<file path="config.mk">
export PLATFORM = sky130hd
export DESIGN_NAME = decoder_3to8_pending
export DESIGN_NICKNAME = d
export VERILOG_FILES = /design/src/rtl/decoder_3to8_pending.sv
export SDC_FILE = /design/constraint.sdc
export NUM_CORES = 1
export LEC_CHECK = 0
export BUFFER_PORTS_ARGS = -buffer_cell sky130_fd_sc_hd__buf_2
export CORE_MARGIN = 2
export CORE_UTILIZATION = 30
export DETAILED_ROUTE_END_ITERATION = 8
export PLACE_DENSITY = 0.63
export SLEW_MARGIN = 20
export SYNTH_ARGS = -nofsm -noshare
export SYNTH_HDL_FRONTEND = slang
export SYNTH_SLANG_ARGS = --single-unit
</file>
<file path="constraint.sdc">
create_clock -name clk -period 3.8 [get_ports clk]
set_input_delay 0.57 -clock clk [delete_from_list [all_inputs] [get_ports clk]]
set_output_delay 0.57 -clock clk [all_outputs]
set_load 0.05 [all_outputs]
</file>
<file path="src/rtl/decoder_3to8_pending.sv">
// decoder_3to8_pending
// Registered 3-to-8 decoder that also tracks which decoded lines are still
// waiting for the consumer. Each accepted code produces a one-cycle one-hot
// pulse and sets its pending bit. The consumer retires lines through ack.
// A code that arrives for a line that is still pending raises a sticky
// overflow flag.

module decoder_3to8_pending (
  input  logic       clk,
  input  logic       rst,
  input  logic       in_valid,
  input  logic [2:0] in_code,
  input  logic [7:0] ack,
  input  logic       clr_ovf,
  output logic [7:0] onehot,
  output logic [7:0] pending,
  output logic [3:0] count,
  output logic       any,
  output logic       overflow
);

  // Population count of an 8-bit vector (result range 0..8).
  function automatic logic [3:0] popcount8(input logic [7:0] v);
    logic [3:0] c;
    c = 4'd0;
    for (int i = 0; i < 8; i++) begin
      c = c + {3'b000, v[i]};
    end
    return c;
  endfunction

  logic [7:0] decode;
  logic [7:0] pending_nxt;
  logic [3:0] count_nxt;
  logic       ovf_event;
  logic       overflow_nxt;

  // Decode the accepted code and work out the next pending, count and overflow.
  always_comb begin
    // NOTE: every signal written here gets a default first, so no path can leave one holding its old value and infer a latch.
    decode       = 8'h00;
    pending_nxt  = 8'h00;
    count_nxt    = 4'd0;
    ovf_event    = 1'b0;
    overflow_nxt = 1'b0;

    // in_code is only looked at while in_valid is high, so an X or a changing
    // value on in_code in idle cycles cannot leak into the state.
    if (in_valid) begin
      decode = 8'h01 << in_code;
    end

    // Acks retire lines first. A new set is ORed in afterwards, so a set beats
    // a same-cycle ack of the same line. Acks of idle lines fall out as no-ops.
    pending_nxt = (pending & ~ack) | decode;

    // A repeat request only overflows if the old one is not retiring this cycle.
    if (in_valid) begin
      ovf_event = pending[in_code] & ~ack[in_code];
    end

    // Sticky flag. A new event wins over a same-cycle clear.
    overflow_nxt = ovf_event | (overflow & ~clr_ovf);

    // Count follows the value pending is about to take, so the two registers
    // always agree.
    count_nxt = popcount8(pending_nxt);
  end

  // State registers. Reset is asynchronous and clears everything, including the
  // one-hot pulse.
  always_ff @(posedge clk or posedge rst) begin
    // NOTE: state is updated with non-blocking assignments so all registers see the pre-edge values of each other.
    if (rst) begin
      onehot   <= 8'h00;
      pending  <= 8'h00;
      count    <= 4'd0;
      overflow <= 1'b0;
    end else begin
      onehot   <= decode;
      pending  <= pending_nxt;
      count    <= count_nxt;
      overflow <= overflow_nxt;
    end
  end

  assign any = |pending;

endmodule

</file>
==> Word level (Yosys, flattened, before mapping) <==
Index checks and enable logic that the tools add are counted.
{ "totals": {"register_bits": 21, "wordCells": 28, "in_bits": 15, "out_inout_bits": 22} }
{ "classes": {"bitwise_logic": 8, "order_cmp": 1, "n_mux": 6, "shift": 1, "reduce_logical": 1, "addsub": 7} }
{ "ops": {"columns": ["operator", "n"], "rows": [
  ["$add A4 B1 Y4", 4],
  ["$and A8 B8 Y8", 1],
  ["$mux W8", 1],
  ["$not A8 Y8", 1],
  ["$or A8 B8 Y8", 1],
  ["$reduce_or A8 Y1", 1],
  ["$shl A1 B3 Y8 const A", 1],
  ["$bmux W1 S3", 2],
  ["$add A3 B1 Y4", 1],
  ["$lt A3 B4 Y1 const B", 1],
  ["$add A2 B1 Y3", 1],
  ["$mux W1", 3],
  ["$add A1 B1 Y2", 1],
  ["$and A1 B1 Y1", 2],
  ["$not A1 Y1", 2],
  ["$or A1 B1 Y1", 1]
]} }

==> Logic depth before layout (Yosys ltp) <==
Gate-level depths: netlist of the first run.
{ "logic_depth": {"depth_word": 10, "depth_mapped": 13} }

==> Least setup slack after synthesis of the first run <==
OpenSTA, ideal clock, no wires.
{ "synth_path": {"path_kind": "input to register", "from": "in in_code[2]", "to": "reg count[2]", "path_buffers": 1, "path_stages": 13, "arrival_ns": 3.272, "t_required_ns": 3.677, "setup_time_ns": 0.123, "path_slack_ns": 0.405, "path_cell_list": "buf_6 > nand2b_4 > nor3_2 > a21o_1 > fa_1 > fa_1 > inv_1 > fa_1 > inv_1 > ha_1 > inv_1 > fa_1 > xnor2_1"} }
{ "synth_between": {"elab_chain_len": 10} }
{ "synth_rtl": {"columns": ["element", "line_no", "text"], "rows": [
  ["start: declaration", "12", "input logic [2:0] in_code,"],
  ["$shl A1 B3 Y8", "50", "decode = 8'h01 << in_code;"],
  ["$mux W8", "49", "if (in_valid) begin"],
  ["named net decode[0]", "32", "logic [7:0] decode;"],
  ["$or A8 B8 Y8", "55", "pending_nxt = (pending & ~ack) | decode;"],
  ["named net pending_nxt[0]", "33", "logic [7:0] pending_nxt;"],
  ["$add A1 B1 Y2", "27", "c = c + {3'b000, v[i]};"],
  ["$add A2 B1 Y3", "27", null],
  ["$add A3 B1 Y4", "27", null],
  ["$add A4 B1 Y4 (4 in series)", "27", null],
  ["named net count_nxt[2]", "34", "logic [3:0] count_nxt;"],
  ["end signal: assignment", "82", "count <= count_nxt;"],
  ["end: declaration", "17", "output logic [3:0] count,"]
]} }
The timed path passes the listed nets, and every way through them passes these cells.

==> Worst setup path in the final report of the first run <==
{ "layout_path": {"from": "in in_code[0]", "to": "reg count[2]"} }
{ "layout_between": {"word_cells_on_any_way": 10, "classes_between": "7 x add/sub; 1 x shift; 1 x mux; 1 x bitwise"} }
{ "layout_rtl": {"columns": ["element", "line_no"], "rows": [
  ["$shl A1 B3 Y8", "50"],
  ["$mux W8", "49"],
  ["$or A8 B8 Y8", "55"],
  ["named net pending_nxt[3]", "33"],
  ["$add A3 B1 Y4", "27"],
  ["$add A4 B1 Y4 (4 in series)", "27"],
  ["named net count_nxt[2]", "34"]
]} }
The timed path passes the listed nets, and every way through them passes these cells.

==> results.md, run 1 <==
- Worst hold-check path type: in2async
- Slew margin rel.: 0.4968
- Initial antenna violation count: 0
- # diodes: 0
- Mapped Avg Cell Area: ~12 um^2
- Drt pass-1 iters: 4
- Status: finished, final reports clean
- Element type at the critical path end: register
- Peak supply drop: 0.0001613 V
- Die height: 61.80 um
- Worst r2r src: pending[3]
- Clk buf depth: 2
- Via Count: ~760
- First-pass GRT wire length: 3.408 mm
- Die Wd: 61.80 um
- Setup crit end: count[2]
- Gr ovfl total: 0
- I/O pins: 37
- Cell Pwr Density: 405.9 nW/um^2
- Crit path kind: in2reg
- Final Max Tran Viols: 0
- Setup TNS: 0 ps
- GP Congestion: 0.9155
- Worst Setup SP: in_code[0]
- Post-DP HPWL: 1.858 mm
- Layout cells sized above 1: 0.3920
- WP data arrival: between 3000 and 4000 ps
- Die area: 3819 um^2
- IO buf count: 36
- Detail Route Antenna Nets: 0
- Commonest non-fill, non-tap cell in the layout: buf_2
- Core area: 3128 um^2
- Top post-synthesis cells by area: dfrtp_1, fa_1, inv_1
- Design area: 1252 um^2
- MaxCap Viol Count: 0
- Worst R2R Setup Slack: ~630 ps
- Vias in the first global route: 777
- Fin Clk Skew: 5.735 ps
- Worst-path maximum fanout: 9
- DRC violations left: 0
- Pin count of the biggest net entering global routing: 22
- Final period util: 0.8600
- Latest clock arrival within the worst-skew pair: 290 ps
- Synth Register Bits: 21
- RSZ-0062 raised after global routing: no
- Std-Cell Rows: 20
- Count of final hold-check violations: 0
- CTS tree: yes
- Nets@finish: 148
- R2r worst-path depth: 11
- Postcts setup bufs: 0
- Fill cells: 308
- Number of vias per cell: between 4 and 5
- Commonest cells after routing, fill and taps aside: buf_2, dfrtp_1, inv_1
- FMAX: 306.0 MHz
- Mapped Nets: ~110
- # setup viols final: 0
- Hold bufs inserted after CTS: 0
- Startpoint types: input pin
- Final WL: ~2.2 mm
- Static Leak: 0.0006852 uW
- CTS buffer count: 3
- Synth warn: 0
- Effective utilization at floorplan: 0.3204
- Post-DP Area: ~1200 um^2
- Min cycle time layout: 3268 ps
- Post-CTS sizing: 0
- Drt first-iter violations: 36
- Post-Syn Instances: 86
- Synth cell types: 31
- Tightest Pin Transition: 753.9 ps
- Clk sinks: 21
- Post-Syn Area: approximately 1000 um^2
- Layout area overhead: 24.97%
- GRT Total Usage: 0.1226
- Reg2reg end: count[2]
- Worst-path clk slew: between 100 and 150 ps
- WL per Instance: 13.06 um
- Root Buffer Master: clkbuf_4
- Seq/Total Area, Yosys: 0.5243
- Yosys top cell area share: 0.5243
- Worst Path Required: 3990 ps
- H-tree depth: 1
- Post-synth top area cell: dfrtp_1
metal layers:
metal	GRT usage	part of all wire
met1	0.1483	0.42
met2	0.2226	0.52
met3	0.02070	0.061
met4	0.03647	0
met5	0	0
flip-flops by register name, indices dropped and copies added (netlist names):
signal and count:
count 4, overflow 1, pending 8, onehot 8
synth_stat cells, drive strengths merged:
master,instances
dfrtp,21
inv,15
nor2,6
nand2b,5
fa,4
o22ai,4
ha,3
nand2,3
nand3b,3
a21oi,2
buf,2
nor2b,2
nor3,2
nor4,2
o21ai,2
o311ai,2
a211o,1
a21o,1
nand3,1
nand4b,1
nor3b,1
o2111ai,1
or2,1
xnor2,1
worst min-delay path by stage:
stage               startpoint         to  slack (ps)  cells after the start
global route               rst  onehot[1]         440                      2
finish                     rst  onehot[1]         380                      2
detailed placement    overflow   overflow         500                      2
global placement      overflow   overflow         500                      2
CTS                        rst  onehot[5]         410                      2
floorplan                  rst   count[0]         550                      1
report_power, final:
group / total [uW] / internal, uW / switching (uW)
Clock: 104 / 40.8 / 63.1
Sequential: 248 / 240 / 8.77
Combinational: 156 / 41.0 / 115
Total: 508 / 321 / 187
cells by family after synthesis:
logic type	Yosys count	synth area share
adders and majority gates	7	0.1174
DFF	21	0.5243
xor gates and xnor gates	1	0.008741
and+or+nand+nor	27	0.1798
buffers and inverters	17	0.07490
AOI/OAI and AO/OA	13	0.09488
per-stage QoR:
step / instances / setup slack (ps) / hold slack (ps) / power [uW] / util
floorplan: 86 / 405.0 / 546.5 / 366.3 / -
global placement: 165 / 255.9 / 499.9 / 408.8 / 0.3920
detailed placement: 165 / 204.0 / 500.0 / 411.5 / 0.3920
CTS: 169 / 531.2 / 414.7 / 515.7 / 0.4004
global route: 169 / 392.5 / 444.7 / 533.3 / 0.4004
finish: 169 / 531.9 / 384.8 / 508.4 / 0.4004
worst max-delay path: stages:
cell and delay (ps):
buf_2 190, nand2_1 120, o22ai_1 260, fa_1 490
fa_1 520, inv_1 50, fa_1 450, inv_1 70
ha_1 160, inv_1 60, fa_1 380, xnor2_1 140
cell type report:
cell class	count	area (um^2)	area share
inverters	15	56.30	0.04496
well taps	44	55.05	0.04396
repair buffers	37	187.7	0.1499
flip-flops and latches	21	525.5	0.4196
multi-input cells	48	401.6	0.3207
clock buffers	4	26.28	0.02098
Note: power is estimated with default switching activity, not from simulation.
==> run 2, diff against run 1 <==
--- a/config.mk
+++ b/config.mk
@@ -5,11 +5,11 @@
 export SDC_FILE = /design/constraint.sdc
 export NUM_CORES = 1
 export LEC_CHECK = 0
-export BUFFER_PORTS_ARGS = -buffer_cell sky130_fd_sc_hd__buf_2
 export CORE_MARGIN = 2
 export CORE_UTILIZATION = 30
 export DETAILED_ROUTE_END_ITERATION = 8
-export PLACE_DENSITY = 0.63
+export DONT_BUFFER_PORTS = 1
+export PLACE_DENSITY = 0.54
 export SLEW_MARGIN = 20
 export SYNTH_ARGS = -nofsm -noshare
 export SYNTH_HDL_FRONTEND = slang
==> run 2 against run 1 <==
Against the previous run: clock-buffer cell count down 1; critical path depth unchanged; first-iteration DRC count down 64%; largest cell class unchanged; largest power group unchanged; non-clock buffer count down 34.
==> results.md, run 2 (synthesis gave the netlist of run 1 again) <==
- Status: finished, final reports clean
- Via Count: around 630
- # setup viols final: 0
- Worst R2R Setup Slack: 720 ps
- Worst hold-check path type: in2async
- Multi-input logic area: 401.6 um^2
- Global routing usage on met2: 0.1940
- Postcts setup bufs: 0
- Clk buf depth: 2
- Core area: between 3000 and 4000 um^2
- Worst-path clk slew: 110 ps
- Layout area overhead: 8.614%
- Gr busiest metal: met2
- Final std cells w/o fill: between 100 and 150
- M3 GR Usage: 0.06625
- Root Buffer Master: clkbuf_4
- Startpoint types: input pin
- Pin count of the biggest net entering global routing: 22
- Setup crit end: count[2]
- IO buf count: 0
- Worst Path Required: 4010 ps
- Post-DP HPWL: approximately 1.7 mm
- Drt first-iter violations: 13
- MaxCap Viol Count: 0
- Slew margin rel.: 0.4742
- Final period util: 0.8139
- R2r worst-path depth: 11
- Worst-path maximum fanout: 10
- Met1 Track Usage GR: 0.1513
- Nets@finish: 114
- First-pass GRT wire length: 3.270 mm
- Crit path kind: in2reg
- RSZ-0062 raised after global routing: no
- Tightest Pin Transition: 787.8 ps
- Fin Clk Skew: 6.086 ps
- H-tree depth: 1
- Worst r2r src: pending[3]
- Worst Setup SP: in_code[2]
- Fill cells: 320
- Detail Route Antenna Nets: 0
- # diodes: 0
- Std-Cell Rows: 20
- Register Area: 525.5 um^2
- Largest regs: onehot (8), pending (8), count (4)
- WP data arrival: 3300 ps
- Die Wd: 61.80 um
- Hold bufs inserted after CTS: 0
- Cell Pwr Density: 440.5 nW/um^2
- Reg2reg end: count[2]
- GRT Total Usage: 0.1238
- CTS tree: yes
- Gr ovfl total: 0
- Peak supply drop: slightly above 0.0002 V
- Die area: roughly 3800 um^2
- DRC violations left: 0
- Util after Layout: 0.3480
- Setup TNS: 0 ps
- Commonest cells after routing, fill and taps aside: dfrtp_1, inv_1, nor2_1
- Final worst slack: 707.3 ps
- Die height: about 60 um
- Final WL: 2.019 mm
- Effective utilization at floorplan: 0.3204
- CTS buffer count: 3
- Drt pass-1 iters: 4
- Placed cells: 131
- WL per Instance: 14.96 um
- Element type at the critical path end: register
- Post-CTS sizing: 0
- Initial antenna violation count: 0
- Count of final hold-check violations: 0
- Min cycle time layout: 3093 ps
- Commonest non-fill, non-tap cell in the layout: dfrtp_1
- Layout cells sized above 1: 0.1758
- I/O pins: 37
- FMAX: around 320 MHz
- Clk sinks: 21
- GP Congestion: between 0.8 and 0.9
- Setup WS pre-CTS: 363.1 ps
- Final Max Tran Viols: 0
- Vias in the first global route: 660
- Static Leak: 0.0005308 uW
- Latest clock arrival within the worst-skew pair: 300 ps
- Number of vias per cell: 4.674
## run 2: how the worst min path moves through the flow
stage | slack, ps | cells past startpoint | from | to
floorplan | 550 | 1 | rst | count[0]
global placement | 550 | 1 | pending[0] | pending[0]
detailed placement | 560 | 1 | pending[0] | pending[0]
CTS | 290 | 1 | rst | count[3]
global route | 300 | 1 | in_code[1] | onehot[4]
finish | 280 | 1 | rst | count[3]
## run 2: cell type report
class,instances,area share
multi-input combinational,48,0.3690
sequential,21,0.4828
inverter,15,0.05172
timing repair buffer,3,0.02069
clock inverter,1,0.004598
clock buffer,3,0.02069
tap,44,0.05057
## run 2: through the flow
step | total power, uW | area, um^2 | hold slack (ps)
floorplan | 366.3 | 1002 | 546.5
global placement | 380.0 | 1061 | 548.2
detailed placement | 380.1 | 1061 | 557.6
CTS | 487.3 | 1089 | 293.1
global route | 510.2 | 1089 | 296.1
finish | 479.5 | 1089 | 282.9
## run 2: per-layer routing
layer	share of wire	vias up
met5	0	-
met4	0.0099	0
met3	0.11	4
met1	0.39	307
li1	-	296
met2	0.49	24
## run 2: worst max-delay path, cell delays in order
cell,delay (ps)
nand2b_4,150
nor3_2,170
a21o_1,170
fa_1,420
fa_1,530
inv_1,60
fa_1,450
inv_1,70
ha_1,150
inv_1,50
fa_1,370
xnor2_1,130
## run 2: power breakdown
group,internal (uW),switching [uW],total [uW]
Clock,39.3,65.8,105
Sequential,239,63.5,302
Combinational,25.0,47.1,72.0
Total,303,176,480
